### config.mk
export PLATFORM = sky130hd
export DESIGN_NAME = hazard_forward_ctrl_flat
export DESIGN_NICKNAME = d
export VERILOG_FILES = /design/src/rtl/hazard_forward_ctrl_pkg.sv /design/src/rtl/hazard_forward_ctrl_if.sv /design/src/rtl/hazard_stage_slot.sv /design/src/rtl/hazard_forward_ctrl.sv /design/src/flat_wrapper.sv
export SDC_FILE = /design/constraint.sdc
export NUM_CORES = 1
export LEC_CHECK = 0
export CAP_MARGIN = 20
export CORE_MARGIN = 1.5
export CORE_UTILIZATION = 50
export DETAILED_ROUTE_END_ITERATION = 8
export GPL_TIMING_DRIVEN = 0
export PLACE_DENSITY = 0.77
export SYNTH_ARGS = -nofsm -noshare
export SYNTH_HDL_FRONTEND = slang
export SYNTH_SLANG_ARGS = --single-unit
### constraint.sdc
create_clock -name clk -period 3.85 [get_ports clk]
set_input_delay 0.77 -clock clk [delete_from_list [all_inputs] [get_ports clk]]
set_output_delay 0.77 -clock clk [all_outputs]
set_load 0.01 [all_outputs]
### src/rtl/hazard_forward_ctrl_pkg.sv
// Shared types for the hazard/forwarding control block: select codes, register width
// and the per-stage slot record.
package hazard_forward_ctrl_pkg;

  localparam int unsigned REG_AW = 5;

  localparam logic [1:0] FWD_REG = 2'b00;
  localparam logic [1:0] FWD_WB  = 2'b01;
  localparam logic [1:0] FWD_MEM = 2'b10;

  typedef logic [REG_AW-1:0] reg_addr_t;

  typedef struct packed {
    logic      valid;
    reg_addr_t dest;
    logic      reg_write;
    logic      mem_read;
    reg_addr_t rs;
    reg_addr_t rt;
    logic      use_rs;
    logic      use_rt;
  } slot_t;

  // Register 0 is hardwired, so a write to it never produces a value worth forwarding.
  function automatic logic slot_writes(slot_t s, reg_addr_t r);
    return s.valid & s.reg_write & (s.dest == r) & (r != '0);
  endfunction

endpackage

### src/rtl/hazard_forward_ctrl_if.sv
// ID-stage request and forwarding/stall response bundle between the pipeline and the
// hazard/forwarding controller.
interface hazard_forward_ctrl_if import hazard_forward_ctrl_pkg::*; #(
  parameter int unsigned CNT_W = 32
) ();

  logic             id_valid;
  reg_addr_t        id_rs;
  reg_addr_t        id_rt;
  logic             id_use_rs;
  logic             id_use_rt;
  logic             id_branch;
  reg_addr_t        id_dest;
  logic             id_reg_write;
  logic             id_mem_read;
  logic             id_flush;
  logic [1:0]       fwd_a_ex;
  logic [1:0]       fwd_b_ex;
  logic             fwd_a_id;
  logic             fwd_b_id;
  logic             stall;
  logic [CNT_W-1:0] stall_cycles;

  modport master (
    output id_valid, id_rs, id_rt, id_use_rs, id_use_rt, id_branch, id_dest,
           id_reg_write, id_mem_read, id_flush,
    input  fwd_a_ex, fwd_b_ex, fwd_a_id, fwd_b_id, stall, stall_cycles
  );

  modport slave (
    input  id_valid, id_rs, id_rt, id_use_rs, id_use_rt, id_branch, id_dest,
           id_reg_write, id_mem_read, id_flush,
    output fwd_a_ex, fwd_b_ex, fwd_a_id, fwd_b_id, stall, stall_cycles
  );

endinterface

### src/rtl/hazard_stage_slot.sv
// One pipeline-stage tracking slot: loads the upstream record each edge, or a bubble
// when i_bubble is set; cleared asynchronously by reset.
module hazard_stage_slot import hazard_forward_ctrl_pkg::*; (
  input  logic  clk,
  input  logic  rst_n,
  input  logic  i_bubble,
  input  slot_t i_slot,
  output slot_t o_slot
);

  slot_t r_slot;

  always_ff @(posedge clk or negedge rst_n) begin
    if (!rst_n) begin
      r_slot <= '0;
    end else if (i_bubble) begin
      r_slot <= '0;
    end else begin
      r_slot <= i_slot;
    end
  end

  assign o_slot = r_slot;

endmodule

### src/rtl/hazard_forward_ctrl.sv
// Hazard detection and forwarding-select generation for the 5-stage pipeline; tracks
// destinations in EX/MEM/WB and counts stalled cycles (saturating).
module hazard_forward_ctrl import hazard_forward_ctrl_pkg::*; #(
  parameter int unsigned CNT_W = 32
) (
  input logic                 clk,
  input logic                 rst_n,
  hazard_forward_ctrl_if.slave bus
);

  slot_t            w_id_slot;
  slot_t            w_ex;
  slot_t            w_mem;
  slot_t            w_wb;
  logic             w_stall;
  logic             w_ex_bubble;
  logic             w_ex_hit;
  logic             w_mem_hit;
  logic             w_unused;
  logic [CNT_W-1:0] r_stall_cycles;

  function automatic logic [1:0] ex_sel(slot_t mem, slot_t wb, reg_addr_t r, logic use_r);
    if (use_r && slot_writes(mem, r) && !mem.mem_read) begin
      return FWD_MEM;
    end else if (use_r && slot_writes(wb, r)) begin
      return FWD_WB;
    end
    return FWD_REG;
  endfunction

  assign w_id_slot = '{
    valid:     bus.id_valid,
    dest:      bus.id_dest,
    reg_write: bus.id_reg_write,
    mem_read:  bus.id_mem_read,
    rs:        bus.id_rs,
    rt:        bus.id_rt,
    use_rs:    bus.id_use_rs,
    use_rt:    bus.id_use_rt
  };

  assign w_ex_bubble = ~bus.id_valid | bus.id_flush | w_stall;

  hazard_stage_slot u_slot_ex (
    .clk      (clk),
    .rst_n    (rst_n),
    .i_bubble (w_ex_bubble),
    .i_slot   (w_id_slot),
    .o_slot   (w_ex)
  );

  hazard_stage_slot u_slot_mem (
    .clk      (clk),
    .rst_n    (rst_n),
    .i_bubble (1'b0),
    .i_slot   (w_ex),
    .o_slot   (w_mem)
  );

  hazard_stage_slot u_slot_wb (
    .clk      (clk),
    .rst_n    (rst_n),
    .i_bubble (1'b0),
    .i_slot   (w_mem),
    .o_slot   (w_wb)
  );

  assign w_ex_hit  = (bus.id_use_rs & slot_writes(w_ex, bus.id_rs)) |
                     (bus.id_use_rt & slot_writes(w_ex, bus.id_rt));
  assign w_mem_hit = (bus.id_use_rs & slot_writes(w_mem, bus.id_rs)) |
                     (bus.id_use_rt & slot_writes(w_mem, bus.id_rt));

  // Branches compare in ID, so they also wait on ALU results in EX and loads in MEM.
  assign w_stall = bus.id_valid & ~bus.id_flush &
                   ((w_ex.mem_read & w_ex_hit) |
                    (bus.id_branch & w_ex_hit) |
                    (bus.id_branch & w_mem.mem_read & w_mem_hit));

  always_ff @(posedge clk or negedge rst_n) begin
    if (!rst_n) begin
      r_stall_cycles <= '0;
    end else if (w_stall && (r_stall_cycles != '1)) begin
      r_stall_cycles <= r_stall_cycles + CNT_W'(1);
    end
  end

  assign bus.fwd_a_ex     = ex_sel(w_mem, w_wb, w_ex.rs, w_ex.use_rs);
  assign bus.fwd_b_ex     = ex_sel(w_mem, w_wb, w_ex.rt, w_ex.use_rt);
  assign bus.fwd_a_id     = bus.id_branch & bus.id_use_rs & slot_writes(w_mem, bus.id_rs) &
                            ~w_mem.mem_read;
  assign bus.fwd_b_id     = bus.id_branch & bus.id_use_rt & slot_writes(w_mem, bus.id_rt) &
                            ~w_mem.mem_read;
  assign bus.stall        = w_stall;
  assign bus.stall_cycles = r_stall_cycles;

  // Source fields of MEM/WB and WB's load flag are carried along but never consulted.
  assign w_unused = ^{w_mem.rs, w_mem.rt, w_mem.use_rs, w_mem.use_rt,
                      w_wb.rs, w_wb.rt, w_wb.use_rs, w_wb.use_rt, w_wb.mem_read};

endmodule
### src/flat_wrapper.sv
// flat-port wrapper written by rule: the top's interface ports become plain ports
module hazard_forward_ctrl_flat import hazard_forward_ctrl_pkg::*;
#(
  parameter int unsigned CNT_W = 32
)
  (clk, rst_n, bus_id_valid, bus_id_rs, bus_id_rt, bus_id_use_rs, bus_id_use_rt, bus_id_branch, bus_id_dest, bus_id_reg_write, bus_id_mem_read, bus_id_flush, bus_fwd_a_ex, bus_fwd_b_ex, bus_fwd_a_id, bus_fwd_b_id, bus_stall, bus_stall_cycles);
  hazard_forward_ctrl_if #(.CNT_W(CNT_W)) bus_i ();
  input logic clk;
  input logic rst_n;
  input wire logic [$bits(bus_i.id_valid)-1:0] bus_id_valid;
  input wire logic [$bits(bus_i.id_rs)-1:0] bus_id_rs;
  input wire logic [$bits(bus_i.id_rt)-1:0] bus_id_rt;
  input wire logic [$bits(bus_i.id_use_rs)-1:0] bus_id_use_rs;
  input wire logic [$bits(bus_i.id_use_rt)-1:0] bus_id_use_rt;
  input wire logic [$bits(bus_i.id_branch)-1:0] bus_id_branch;
  input wire logic [$bits(bus_i.id_dest)-1:0] bus_id_dest;
  input wire logic [$bits(bus_i.id_reg_write)-1:0] bus_id_reg_write;
  input wire logic [$bits(bus_i.id_mem_read)-1:0] bus_id_mem_read;
  input wire logic [$bits(bus_i.id_flush)-1:0] bus_id_flush;
  output wire logic [$bits(bus_i.fwd_a_ex)-1:0] bus_fwd_a_ex;
  output wire logic [$bits(bus_i.fwd_b_ex)-1:0] bus_fwd_b_ex;
  output wire logic [$bits(bus_i.fwd_a_id)-1:0] bus_fwd_a_id;
  output wire logic [$bits(bus_i.fwd_b_id)-1:0] bus_fwd_b_id;
  output wire logic [$bits(bus_i.stall)-1:0] bus_stall;
  output wire logic [$bits(bus_i.stall_cycles)-1:0] bus_stall_cycles;
  assign bus_i.id_valid = bus_id_valid;
  assign bus_i.id_rs = bus_id_rs;
  assign bus_i.id_rt = bus_id_rt;
  assign bus_i.id_use_rs = bus_id_use_rs;
  assign bus_i.id_use_rt = bus_id_use_rt;
  assign bus_i.id_branch = bus_id_branch;
  assign bus_i.id_dest = bus_id_dest;
  assign bus_i.id_reg_write = bus_id_reg_write;
  assign bus_i.id_mem_read = bus_id_mem_read;
  assign bus_i.id_flush = bus_id_flush;
  assign bus_fwd_a_ex = bus_i.fwd_a_ex;
  assign bus_fwd_b_ex = bus_i.fwd_b_ex;
  assign bus_fwd_a_id = bus_i.fwd_a_id;
  assign bus_fwd_b_id = bus_i.fwd_b_id;
  assign bus_stall = bus_i.stall;
  assign bus_stall_cycles = bus_i.stall_cycles;
  hazard_forward_ctrl #(.CNT_W(CNT_W)) u_core (.clk(clk), .rst_n(rst_n), .bus(bus_i));
endmodule
[After elaboration in Yosys (flattened, before gate mapping)]
Cells that the tools add are included.
Operators by class
  add/subtract/negate cells: 1
  multipliers: 0
  div/mod/pow operators: 0
  magnitude comparators: 0
  equality and inequality tests: 9
  shift operators: 0
  multiplexer cells: 11
  bitwise gates (word level): 44
  reduce and logical (&&, ||, !) cells: 12
Operator list (count)
  == test 5 bit: 8
  AND 1 bit: 35
  adder 32 x 1 -> 32 bit (second input constant): 1
  != test 32 bit (second input constant): 1
  two-way mux 20 bit: 1
  nonzero test 5 bit: 4
  two-way mux 2 bit: 6
  logical AND 1 bit: 7
  OR 1 bit: 6
  two-way mux 1 bit: 4
  inverter 1 bit: 3
  logical NOT 1 bit: 1
Word-level totals
  register bits: 67
  bits in latches: 0
  RAM bits: 0
  ROM bits: 0
  bits of input ports: 24
  output and inout bits: 39
  logic and storage cells: 93
  memories kept: 0

[Longest topological paths before layout]
  word-level depth: 11
  depth in mapped cells: 10
  gate-level depth less buffers: 8

[By module]
From an unflattened synthesis, not the netlist that was laid out.
Unflattened totals
  cell total of the unflattened synthesis: 357
  area total of the unflattened synthesis: 4410.5 um^2
By module, submodules not included
  hazard_forward_ctrl: times used 1, cells an instance 231, area each 2255.9 um^2, seq. area each 800.8 um^2
  hazard_stage_slot: times used 3, cells an instance 42, area each 718.2 um^2, seq. area each 500.5 um^2

[Worst setup path after synthesis]
Ideal clock, no wire load.
  path kind: input to output
  from: in bus_id_rt[1]
  to: out bus_stall
  data arrival time: 2006 ps
  data required time: 3080 ps
  setup slack: 1074 ps
  stages: 6
  path buffers: 1
  path through: or4_1 o21ai_1 nor4_1 nor2_1 o32ai_4 buf_6
Between the ends
  word-level cells in the longest chain between the ends: 9
  elaborated cells between the ends (all ways): 17
  classes of those cells: eq/ne: 2; bitwise: 14; reduce/logical: 1
Ends and longest elaborated chain
  from (decl): line flat_wrapper.sv:12  | input wire logic [$bits(bus_i.id_rt)-1:0] bus_id_rt;
  == test 5 bit: line hazard_forward_ctrl_pkg.sv:26  | return s.valid & s.reg_write & (s.dest == r) & (r != '0);
  AND 1 bit (2 in a row): line hazard_forward_ctrl_pkg.sv:26
  AND 1 bit: line hazard_forward_ctrl.sv:69  | (bus.id_use_rt & slot_writes(w_ex, bus.id_rt));
  OR 1 bit: line hazard_forward_ctrl.sv:68  | assign w_ex_hit = (bus.id_use_rs & slot_writes(w_ex, bus.id_rs)) |
  AND 1 bit (on tied branches): line hazard_forward_ctrl.sv:75, hazard_forward_ctrl.sv:76
  OR 1 bit: line hazard_forward_ctrl.sv:75  | ((w_ex.mem_read & w_ex_hit) |
  OR 1 bit (*): line hazard_forward_ctrl.sv:76  | (bus.id_branch & w_ex_hit) |
  AND 1 bit (*): line hazard_forward_ctrl.sv:74  | assign w_stall = bus.id_valid & ~bus.id_flush &
  to (decl): line flat_wrapper.sv:24  | output wire logic [$bits(bus_i.stall)-1:0] bus_stall;
Mark *: on every way between the ends. The rest lies on a longest branch, timed or not.

[Worst setup path in the final report]
  from: in bus_id_rt[0]
  to: out bus_stall
Same word-level chain as after synthesis.

==> flow_metrics.env <==
export IMPL_netlist_top_cells_area="sky130_fd_sc_hd__dfrtp_1, sky130_fd_sc_hd__xnor2_1, sky130_fd_sc_hd__xor2_1, sky130_fd_sc_hd__and2_1, sky130_fd_sc_hd__nand4_1"
export IMPL_row_count=29
export IMPL_cts_buffers=9
export IMPL_ctsRootBufferMaster="sky130_fd_sc_hd__clkbuf_8"
export IMPL_fill_cell_instance_count_of_the_final_layout=493
export IMPL_grt_setup_unrepaired="no"
export IMPL_track_usage=0.215
export IMPL_finalHoldViolCount=0
export IMPL_die_height_um=83.5
export IMPL_ioPinCount=63
export IMPL_max_freq_mhz=266
export IMPL_period_share=0.978
export IMPL_clock_path_buffers=2
export IMPL_critPathCaptureType="primary output"
export IMPL_area_growth_synth_to_final_pct=30.2
export IMPL_netlist_instances=282
export IMPL_detailedRoute_firstIterationViolations=122
export IMPL_power_density_nw_per_um2=325
export IMPL_numClockSinks=67
export IMPL_grt_max_degree=68
export IMPL_class_of_the_most_critical_hold_timing_path="register to register"
export IMPL_post_route_min_period_ns=3.77
export IMPL_run_status="finished clean"
export IMPL_antenna_violations_before_repair=0
export IMPL_cp_required_ns=3.08
export IMPL_synth_sequential_area_ratio=0.517
export IMPL_synth_fp_nets=307
export IMPL_num_antenna_cells=0
export IMPL_syn_area_per_cell_um2=11.5
export IMPL_power_uw=1370
export IMPL_routed_via_density=5.35
export IMPL_irDropWorstVdd_v=0.000223
export IMPL_clk_pin_slew_worst_paths_ns=0.07
export IMPL_wire_length_of_the_first_global_routing_pass_um=11900
export IMPL_die_w_um=83.5
export IMPL_routed_wirelength_um=6850
export IMPL_cts_hold_fix_buffers=0
export IMPL_yosysUniqueCellTypes=34
export IMPL_synth_ff_type="sky130_fd_sc_hd__dfrtp_1"
export IMPL_final_estimated_routing_congestion_in_global_placement=0.914
export IMPL_detail_route_first_pass_iterations=4
export IMPL_layout_nets=384
export IMPL_timing_slew_headroom=0.463
export IMPL_cap_viol_max_count=0
export IMPL_number_of_global_route_vias_before_repair=2372
export IMPL_ys_seq_elements=67
export IMPL_i_o_buffers=62
export IMPL_maxSlewViolCount=0
export IMPL_drc=0
export IMPL_post_place_ws_ns=-0.175
export IMPL_drive_above_1_share=0.124
export IMPL_postLayoutSetupSlackWorst_ns=0.0847
export IMPL_critical_path_peak_fanout=4
export IMPL_crit_type="primary input to primary output"
export IMPL_netlist_area_um2=3240
export IMPL_cts_htree_levels=3
export IMPL_clock_tree_from_tritoncts="yes"
export IMPL_grt_overflow=0
export IMPL_route_vias_total=2353
export IMPL_routed_wire_length_per_instance_um=15.6
export IMPL_die_area_um2=6980
export IMPL_hpwl_um=4910
export IMPL_detail_route_antenna_nets=0
export IMPL_timing_final_setup_violations=0
export IMPL_starting_density=0.514
export IMPL_floorplan_core_area_um2=6310
export IMPL_synth_largest_area_cell="sky130_fd_sc_hd__dfrtp_1"
export IMPL_max_slew_worst_pin_slew_ns=0.806
export IMPL_synth_yosys_warnings=0
export IMPL_number_of_flops_mapped_to_enable_cells_by_yosys=0
export IMPL_clock_latency_ns=0.33
export IMPL_ys_async_sr_fraction=1.00
export IMPL_worstSetupStartpointType="primary input"
export IMPL_finClkSkew_ns=0.00930
export IMPL_power_static_leakage_uw=0.00190
export IMPL_netlist_area_leader_share=0.517
export IMPL_arrival_ns=3.00
==> cells in the mapped netlist (5+ instances only) <==
library cell               n
sky130_fd_sc_hd__and2_1   22
sky130_fd_sc_hd__and3_1   13
sky130_fd_sc_hd__buf_6     5
sky130_fd_sc_hd__dfrtp_1  67
sky130_fd_sc_hd__nand2_1  11
sky130_fd_sc_hd__nand3_1  16
sky130_fd_sc_hd__nand4_1  18
sky130_fd_sc_hd__nor2_1    7
sky130_fd_sc_hd__nor3_1    6
sky130_fd_sc_hd__nor4_1    8
sky130_fd_sc_hd__xnor2_1  54
sky130_fd_sc_hd__xor2_1   17
==> layer usage <==
| layer | track usage | wire (um) | vias to the layer above |
|---|---|---|---|
| met3 | 0.0396 | 210 | 10 |
| met5 | 0 | 0 | - |
| met4 | 0.0924 | 87 | 0 |
| met1 | 0.308 | 3340 | 1158 |
| li1 | - | - | 1135 |
| met2 | 0.324 | 3220 | 50 |
==> repair_timing <==
item                                    CTS  global route
endpoints found under the setup margin    1             1
setup buffers                             3             1
cloned                                    0             0
gates resized for setup                   7             9
pin swaps                                 3             2
==> kinds of logic (layout without fill, tap and decap cells) <==
| group | count (synthesis) | count (layout) | synth area share |
|---|---|---|---|
| muxes | 1 | 1 | 0.00463 |
| buffers and inverters | 12 | 93 | 0.0278 |
| xor gates and xnor gates | 71 | 71 | 0.192 |
| and+or+nand+nor | 123 | 123 | 0.236 |
| DFF | 67 | 67 | 0.517 |
| adders and majority gates | 1 | 1 | 0.00386 |
| AOI/OAI and AO/OA | 7 | 7 | 0.0189 |
==> worst paths after layout <==
path / startpoint / end / slack, ns / depth (start not counted)
setup reg to reg: u_core.u_slot_mem.o_slot[18]$_DFF_PN0_ / u_core.bus.stall_cycles[8]$_DFFE_PN0P_ / 1.45 / 10
setup / recovery: bus_id_rt[0] / bus_stall / 0.08 / 8
hold / removal: u_core.u_slot_mem.o_slot[17]$_DFF_PN0_ / u_core.u_slot_wb.o_slot[17]$_DFF_PN0_ / 0.38 / 0
hold reg to reg: u_core.u_slot_mem.o_slot[17]$_DFF_PN0_ / u_core.u_slot_wb.o_slot[17]$_DFF_PN0_ / 0.38 / 0
max in group asynchronous: rst_n / u_core.u_slot_mem.o_slot[14]$_DFF_PN0_ / 2.79 / 1
min in group asynchronous: rst_n / u_core.bus.stall_cycles[20]$_DFFE_PN0P_ / 0.53 / 1
==> power breakdown <==
group          leakage, uW  internal, uW  switching, uW
clock            0.0000902           294            246
sequential        0.000916           718           14.3
combinational     0.000892          50.7           48.8
==> cell usage in the layout, fill, tap and decap left out, types with 5 or more instances in the layout <==
cell and count:
sky130_fd_sc_hd__xor2_1 17, sky130_fd_sc_hd__clkbuf_8 9, sky130_fd_sc_hd__nor3_1 6, sky130_fd_sc_hd__xnor2_1 54, sky130_fd_sc_hd__clkdlybuf4s50_1 52, sky130_fd_sc_hd__nand3_1 16
sky130_fd_sc_hd__nor2_1 6, sky130_fd_sc_hd__and2_1 22, sky130_fd_sc_hd__buf_6 5, sky130_fd_sc_hd__buf_4 5, sky130_fd_sc_hd__nand2_1 11, sky130_fd_sc_hd__and3_1 13
sky130_fd_sc_hd__dlymetal6s2s_1 8, sky130_fd_sc_hd__nor4_1 6, sky130_fd_sc_hd__dfrtp_1 67, sky130_fd_sc_hd__nand4_1 18
==> metrics by stage <==
step                      cell area (um2)  std cells  hold slack, ns  setup TNS (ns)   util
after global routing                 4220        440           0.395               0  0.669
after CTS                            4190        439           0.385               0  0.663
final                                4220        440           0.381               0  0.669
after global placement               3960        421           0.357           -6.90  0.627
after detailed placement             3960        421           0.364          -0.175  0.627
after floorplan                      3240        282           0.353               0      -
==> critical path, cell delays in order <==
cell	delay [ns]
sky130_fd_sc_hd__clkdlybuf4s50_1	0.59
sky130_fd_sc_hd__o21ai_2	0.10
sky130_fd_sc_hd__buf_4	0.15
sky130_fd_sc_hd__nor4_4	0.31
sky130_fd_sc_hd__nor2_2	0.09
sky130_fd_sc_hd__o32ai_4	0.31
sky130_fd_sc_hd__buf_6	0.15
sky130_fd_sc_hd__clkdlybuf4s50_1	0.52
==> flip-flops by register name (all words and copies together), names as in the netlist <==
| signal | cells |
|---|---|
| u_core.bus.stall_cycles | 32 |
| u_core.u_slot_ex.o_slot | 20 |
| u_core.u_slot_mem.o_slot | 8 |
| u_core.u_slot_wb.o_slot | 7 |
==> cell type report <==
type / count / area (um2) / area share
Tap cell: 77 / 96.3 / 0.0228
Timing Repair Buffer: 66 / 667 / 0.158
Multi-Input combinational cell: 203 / 1520 / 0.359
Clock inverter: 3 / 40.0 / 0.00948
Buffer: 11 / 86.3 / 0.0205
Inverter: 1 / 3.75 / 0.000889
Clock buffer: 12 / 135 / 0.0320
Sequential cell: 67 / 1680 / 0.397
Power figures use the tool's default switching activity.
